--- config.mk ---
export PLATFORM = sky130hd
export DESIGN_NAME = voxel_write_arbiter
export DESIGN_NICKNAME = d
export VERILOG_FILES = /design/src/rtl/voxel_pkg.sv /design/src/rtl/voxel_rr_picker.sv /design/src/rtl/voxel_write_arbiter.sv
export SDC_FILE = /design/constraint.sdc
export NUM_CORES = 1
export LEC_CHECK = 0
export CORE_MARGIN = 10
export CORE_UTILIZATION = 42
export CTS_CLUSTER_DIAMETER = 150
export DETAILED_ROUTE_END_ITERATION = 16
export GPL_TIMING_DRIVEN = 0
export PLACE_DENSITY = 0.87
export SLEW_MARGIN = 10
export SYNTH_ARGS = -nofsm -noshare
export SYNTH_HDL_FRONTEND = slang
export SYNTH_SLANG_ARGS = --single-unit
--- constraint.sdc ---
create_clock -name clk -period 6.82 [get_ports clk]
set_input_delay 0.682 -clock clk [delete_from_list [all_inputs] [get_ports clk]]
set_output_delay 0.682 -clock clk [all_outputs]
set_load 0.05 [all_outputs]
--- src/rtl/voxel_pkg.sv ---
// rtl/voxel_pkg.sv - shared voxel memory constants and arbiter state type
package voxel_pkg;

    localparam int VOX_ADDR_W = 18;
    localparam int VOX_DATA_W = 64;
    localparam int GRID_SIZE  = 64;

    typedef enum logic {
        S_ARB  = 1'b0,
        S_LOCK = 1'b1
    } arb_state_t;

endpackage

--- src/rtl/voxel_rr_picker.sv ---
// rtl/voxel_rr_picker.sv - combinational round-robin picker (rotate, priority, rotate back)
//
// Ports:
//   req     in   NUM_REQ  request vector
//   rr_ptr  in   ID_W     index that has highest priority this cycle (< NUM_REQ)
//   grant   out  NUM_REQ  one-hot grant, all zero when no request
//   winner  out  ID_W     index of the granted requester
//   any     out  1        at least one request present
module voxel_rr_picker #(
    parameter int NUM_REQ = 3,
    localparam int ID_W   = $clog2(NUM_REQ)
) (
    input  logic [NUM_REQ-1:0] req,
    input  logic [ID_W-1:0]    rr_ptr,
    output logic [NUM_REQ-1:0] grant,
    output logic [ID_W-1:0]    winner,
    output logic               any
);

    logic [2*NUM_REQ-1:0] req_dbl;
    logic [NUM_REQ-1:0]   req_rot;
    logic [ID_W:0]        offset;
    logic [ID_W:0]        idx_sum;
    logic                 found;

    always_comb begin
        req_dbl = {req, req};
        // Rotating right by rr_ptr puts requester rr_ptr at bit 0.
        req_rot = req_dbl[rr_ptr +: NUM_REQ];
        any     = |req;
        offset  = '0;
        found   = 1'b0;
        for (int j = 0; j < NUM_REQ; j++) begin
            if (!found && req_rot[j]) begin
                offset = (ID_W+1)'(j);
                found  = 1'b1;
            end
        end
        // Rotate the found position back into requester numbering.
        idx_sum = {1'b0, rr_ptr} + offset;
        if (idx_sum >= (ID_W+1)'(NUM_REQ)) begin
            idx_sum = idx_sum - (ID_W+1)'(NUM_REQ);
        end
        winner = idx_sum[ID_W-1:0];
        grant  = '0;
        if (any) begin
            grant[winner] = 1'b1;
        end
    end

endmodule

--- src/rtl/voxel_write_arbiter.sv ---
// rtl/voxel_write_arbiter.sv - round-robin write-port arbiter with owner lock, in front of voxel_memory_64
//
// Optional build macro: VOXEL_WR_ARB_STATS_EN adds per-requester beat counters and port stat_beats.
//
// Ports:
//   clk, rst     clock, asynchronous active-high reset
//   req_valid    per-requester write beat present
//   req_ready    per-requester combinational grant (at most one bit set)
//   req_lock     per-requester request to keep ownership after this beat
//   req_addr     packed 18-bit addresses, slice i = [18*i +: 18]
//   req_data     packed 64-bit words,     slice i = [64*i +: 64]
//   write_addr   registered memory write address
//   write_data   registered memory write data
//   write_en     one-cycle write strobe, one cycle after accept
//   grant_id     requester index of last accepted beat
//   locked       high while a requester owns the port
//   stat_beats   (stats build only) 32-bit saturating accepted-beat count per requester
module voxel_write_arbiter
    import voxel_pkg::*;
#(
    parameter int NUM_REQ  = 3,
    parameter int LOCK_MAX = 4096,
    localparam int ID_W    = $clog2(NUM_REQ)
) (
    input  logic                       clk,
    input  logic                       rst,
    input  logic [NUM_REQ-1:0]         req_valid,
    output logic [NUM_REQ-1:0]         req_ready,
    input  logic [NUM_REQ-1:0]         req_lock,
    input  logic [NUM_REQ*18-1:0]      req_addr,
    input  logic [NUM_REQ*64-1:0]      req_data,
    output logic [VOX_ADDR_W-1:0]      write_addr,
    output logic [VOX_DATA_W-1:0]      write_data,
    output logic                       write_en,
    output logic [ID_W-1:0]            grant_id,
    output logic                       locked
`ifdef VOXEL_WR_ARB_STATS_EN
    ,
    output logic [NUM_REQ*32-1:0]      stat_beats
`endif
);

    localparam int                CNT_W    = $clog2(LOCK_MAX + 1);
    localparam logic [CNT_W-1:0]  CNT_LAST = CNT_W'(LOCK_MAX - 1);
    localparam bit                LOCK_EN  = (LOCK_MAX > 1);

    arb_state_t             state_q, state_d;
    logic [ID_W-1:0]        rr_ptr;
    logic [ID_W-1:0]        owner;
    logic [CNT_W-1:0]       lock_cnt;

    logic [NUM_REQ-1:0]     pick_grant;
    logic [ID_W-1:0]        pick_id;
    logic                   pick_any;
    logic                   accept;
    logic [ID_W-1:0]        win_id;
    logic [VOX_ADDR_W-1:0]  sel_addr;
    logic [VOX_DATA_W-1:0]  sel_data;

    voxel_rr_picker #(.NUM_REQ(NUM_REQ)) u_picker (
        .req    (req_valid),
        .rr_ptr (rr_ptr),
        .grant  (pick_grant),
        .winner (pick_id),
        .any    (pick_any)
    );

    // State register
    always_ff @(posedge clk or posedge rst) begin
        if (rst) begin
            state_q <= S_ARB;
        end else begin
            state_q <= state_d;
        end
    end

    // Next-state logic
    always_comb begin
        state_d = state_q;
        case (state_q)
            S_ARB: begin
                if (LOCK_EN && pick_any && req_lock[pick_id]) begin
                    state_d = S_LOCK;
                end
            end
            S_LOCK: begin
                // Dropping lock releases even without a beat; the cap only counts accepted beats.
                if (!req_lock[owner] || (req_valid[owner] && lock_cnt == CNT_LAST)) begin
                    state_d = S_ARB;
                end
            end
            default: state_d = S_ARB;
        endcase
    end

    // Output logic: grants come only from registered state, never from req_ready itself.
    always_comb begin
        req_ready = '0;
        if (state_q == S_LOCK) begin
            req_ready[owner] = req_valid[owner];
        end else begin
            req_ready = pick_grant;
        end
        locked = (state_q == S_LOCK);
        accept = (state_q == S_LOCK) ? req_valid[owner] : pick_any;
        win_id = (state_q == S_LOCK) ? owner : pick_id;
    end

    always_comb begin
        sel_addr = '0;
        sel_data = '0;
        for (int i = 0; i < NUM_REQ; i++) begin
            if (win_id == ID_W'(i)) begin
                sel_addr = req_addr[VOX_ADDR_W*i +: VOX_ADDR_W];
                sel_data = req_data[VOX_DATA_W*i +: VOX_DATA_W];
            end
        end
    end

    // Pointer, owner and burst length bookkeeping
    always_ff @(posedge clk or posedge rst) begin
        if (rst) begin
            rr_ptr   <= '0;
            owner    <= '0;
            lock_cnt <= '0;
        end else begin
            if (accept) begin
                rr_ptr <= (win_id == ID_W'(NUM_REQ - 1)) ? '0 : win_id + ID_W'(1);
            end
            if (state_q == S_ARB && state_d == S_LOCK) begin
                owner    <= win_id;
                lock_cnt <= CNT_W'(1);
            end else if (state_q == S_LOCK && state_d == S_ARB) begin
                lock_cnt <= '0;
            end else if (state_q == S_LOCK && accept) begin
                lock_cnt <= lock_cnt + CNT_W'(1);
            end
        end
    end

    // Registered memory write port
    always_ff @(posedge clk or posedge rst) begin
        if (rst) begin
            write_en   <= 1'b0;
            write_addr <= '0;
            write_data <= '0;
            grant_id   <= '0;
        end else begin
            write_en <= accept;
            if (accept) begin
                write_addr <= sel_addr;
                write_data <= sel_data;
                grant_id   <= win_id;
            end
        end
    end

`ifdef VOXEL_WR_ARB_STATS_EN
    always_ff @(posedge clk or posedge rst) begin
        if (rst) begin
            stat_beats <= '0;
        end else begin
            for (int i = 0; i < NUM_REQ; i++) begin
                if (req_ready[i] && stat_beats[32*i +: 32] != 32'hFFFF_FFFF) begin
                    stat_beats[32*i +: 32] <= stat_beats[32*i +: 32] + 32'd1;
                end
            end
        end
    end
`endif

endmodule

==> results.sh <==
export IMPL_status="complete, no violations"
export IMPL_synth_xor_xnor_area_share_pct=0.8776
export IMPL_die_h_um=139.4
export IMPL_dr_total_vias=6460
export IMPL_yosysUniqueCellTypes=61
export IMPL_power_frac_clock_pct=8.8
export IMPL_synth_top_area_cell="dfrtp_1"
export IMPL_skew_ns=0.008882
export IMPL_wl_mm=25.99
export IMPL_fin_crit_sh_pct=83.94
export IMPL_grt_use_total_pct=25.47
export IMPL_yosys_warnings=0
export IMPL_async_flop_share_pct=100.0
export IMPL_seq_area_frac_synth_pct=43.04
export IMPL_synth_cells=594
export IMPL_sw_frac_of_total_pct=53.77
export IMPL_ys_flop_type="dfrtp_1"
export IMPL_die_w_um=139.4
export IMPL_cts_resized=0
export IMPL_synth_top_family_by_area="compound AO/OA/AOI/OAI gates"
export IMPL_ir_drop_uv=325.9
export IMPL_grt_pass1_vias=6756
export IMPL_ant_nets=0
export IMPL_seqPwrFrac_pct=16.6
export IMPL_die_area_um2=19430
export IMPL_syn_nets=852
export IMPL_powerDensity_nw_per_um2=643.4
export IMPL_grt_antenna_before_repair=0
export IMPL_cp_end_kind="output pin"
export IMPL_fmax_ghz=0.1747
export IMPL_final_common_cell="clkdlybuf4s50_1"
export IMPL_post_cts_buffers=0
export IMPL_clk_pin_slew_worst_paths_ns=0.06
export IMPL_crit_type="input port to output pin"
export IMPL_drtPass1Iterations=5
export IMPL_place_ws_ns=1.143
export IMPL_hp_class="register to register"
export IMPL_required_ns=6.14
export IMPL_drc=0
export IMPL_synth_compound_area_share_pct=18.68
export IMPL_wl_per_cell_um=22.94
export IMPL_rsz0062_at_grt="false"
export IMPL_setup_ws_ns=1.095
export IMPL_num_fill_cells=1031
export IMPL_path_max_fanout=10
export IMPL_muxShareOfSynthArea_pct=14.46
export IMPL_via_per_inst=5.702
export IMPL_area_delta_synth_final_pct=66.69
export IMPL_holdWs_ns=0.4834
export IMPL_slew_viol_final=0
export IMPL_leakage_nw=3.990
export IMPL_clockBufferDepth=2
export IMPL_numPortBuffers=342
export IMPL_grt_pass1_wl_mm=39.14
export IMPL_gp_congestion=0.9109
export IMPL_p_switching_w=0.003453
export IMPL_coreArea_um2=13930
export IMPL_row_count=43
export IMPL_synthSimpleGateAreaFrac_pct=16.15
export IMPL_worst_slew_pin_transition_ns=0.6614
export IMPL_final_cell_mix="clkdlybuf4s50_1, dfrtp_1, mux2i_1"
export IMPL_place_hpwl_mm=20.93
export IMPL_finalSetupTns_ns=0
export IMPL_drtIter0Drc=382
export IMPL_syn_avg_cell_area_um2=10.08
export IMPL_insertion_delay_ns=0.36
export IMPL_pwr_share_comb_pct=74.7
export IMPL_setup_viol=0
export IMPL_layout_drive_gt1_share_pct=7.240
export IMPL_ys_ff_latch=103
export IMPL_h_tree_depth=3
export IMPL_nets=1206
export IMPL_worstSetupStartpointType="input port"
export IMPL_start_util_pct=42.97
export IMPL_root_buffer="clkbuf_16"
export IMPL_num_antenna_cells=0
export IMPL_finalHoldViolCount=0
export IMPL_maxSlewHeadroom_pct=55.91
export IMPL_synthAdderAreaFrac_pct=0.9611
export IMPL_cp_data_arrival_time_ns=5.04
export IMPL_synth_top_cell_area_share_pct=43.04
export IMPL_grt_overflow=0
export IMPL_cts_num_sinks=103
export IMPL_p_int_w=0.002969
export IMPL_max_cap_violations=0
export IMPL_synthesis_area_um2=5988
export IMPL_pin_count=343
export IMPL_synth_edf_count=0
export IMPL_cts_buffers=9
export IMPL_cts_tree="built"
export IMPL_postCtsHoldBufs=0
export IMPL_grt_max_degree=55
export IMPL_period_needed_ns=5.725
export IMPL_synthTopCellsByArea="dfrtp_1, mux2i_1, o211ai_1, nand4_1, nand2_1"
## flip-flops by register name, summed over array words and instances (netlist names)
| register | cells |
|---|---|
| rr_ptr | 2 |
| write_addr | 18 |
| owner | 2 |
| grant_id | 2 |
| write_data | 64 |
| locked | 1 |
| write_en | 1 |
| lock_cnt | 13 |
## cell families after synthesis
kind of cell	count (synthesis)
adder cells (fa/ha/maj)	4
AND/OR/NAND/NOR	182
buffers and inverters	65
AO/OA/AOI/OAI	148
multiplexers	86
flip-flops	103
XOR/XNOR	6
## per-layer routing
metal | track usage, % | routed length [µm] | up-vias
met5 | 0 | 0 | -
met4 | 7.963 | 650 | 0
met3 | 8.234 | 2171 | 44
met2 | 44.41 | 13280 | 305
met1 | 28.79 | 9891 | 3138
li1 | - | - | 2973
## cells in the mapped netlist (all sizes together), types with 7 or more instances
cell,n
buf,32
o21ai,37
nand2,71
inv,12
nand3,7
nand4,59
clkbuf,21
nor2,17
dfrtp,103
a32oi,27
mux2i,85
o211ai,59
## power by group through the flow
stage | Sequential (W) | Clock [W] | Combinational [W]
after floorplan | 0.00190 | 0 | 0.00245
after global placement | 0.00105 | 0 | 0.00471
after detailed placement | 0.00107 | 0 | 0.00479
after CTS | 0.00106 | 0.000567 | 0.00481
after global routing | 0.00109 | 0.000592 | 0.00510
final | 0.00106 | 0.000562 | 0.00480
## critical path, stage by stage
cell and delay, ns:
clkdlybuf4s50_1 0.62, nor3b_1 0.22, a21oi_1 0.06, a21oi_1 0.17
ha_1 0.17, inv_1 0.05, fa_1 0.57, inv_1 0.07
ha_1 0.23, nor2b_1 0.26, o211ai_1 0.15, and2_1 0.19
buf_2 0.12, buf_4 0.20, clkbuf_1 0.27, nor2_1 0.16
clkdlybuf4s50_1 0.83
## stage by stage
step           total power (W)  utilization, %  area, µm²  std cells
6_report              0.006422           71.64       9982       1133
4_1_cts               0.006433           71.64       9982       1133
2_1_floorplan         0.004349               -       5988        594
3_5_place_dp          0.005861           69.39       9669       1117
5_1_grt               0.006787           71.64       9982       1133
3_3_place_gp          0.005763           69.16       9637       1116
## final timing paths
check                      slack, ns                     from  depth (start not counted)                         end
setup / recovery                1.10             req_valid[2]                         17                req_ready[0]
setup reg to reg                3.02    rr_ptr[1]$_DFFE_PP0P_                         15  write_data[48]$_DFFE_PP0P_
hold reg to reg                 0.48  grant_id[0]$_DFFE_PP0P_                          2     grant_id[0]$_DFFE_PP0P_
max in group asynchronous       5.45                      rst                          3  write_data[11]$_DFFE_PP0P_
min in group asynchronous       0.74                      rst                          2     lock_cnt[3]$_DFFE_PP0P_
hold / removal                  0.48  grant_id[0]$_DFFE_PP0P_                          2     grant_id[0]$_DFFE_PP0P_
## layout make-up
| type | instances | area (µm²) | area share, % |
|---|---|---|---|
| repair buffers | 343 | 3451 | 34.57 |
| multi-input cells | 426 | 3062 | 30.67 |
| flip-flops and latches | 103 | 2577 | 25.82 |
| plain buffers | 53 | 301.5 | 3.021 |
| clock buffers | 10 | 229.0 | 2.294 |
| well taps | 180 | 225.2 | 2.256 |
| clock inverters | 6 | 83.83 | 0.8398 |
| inverters | 12 | 52.55 | 0.5264 |
(Power assumes the default switching activity.)
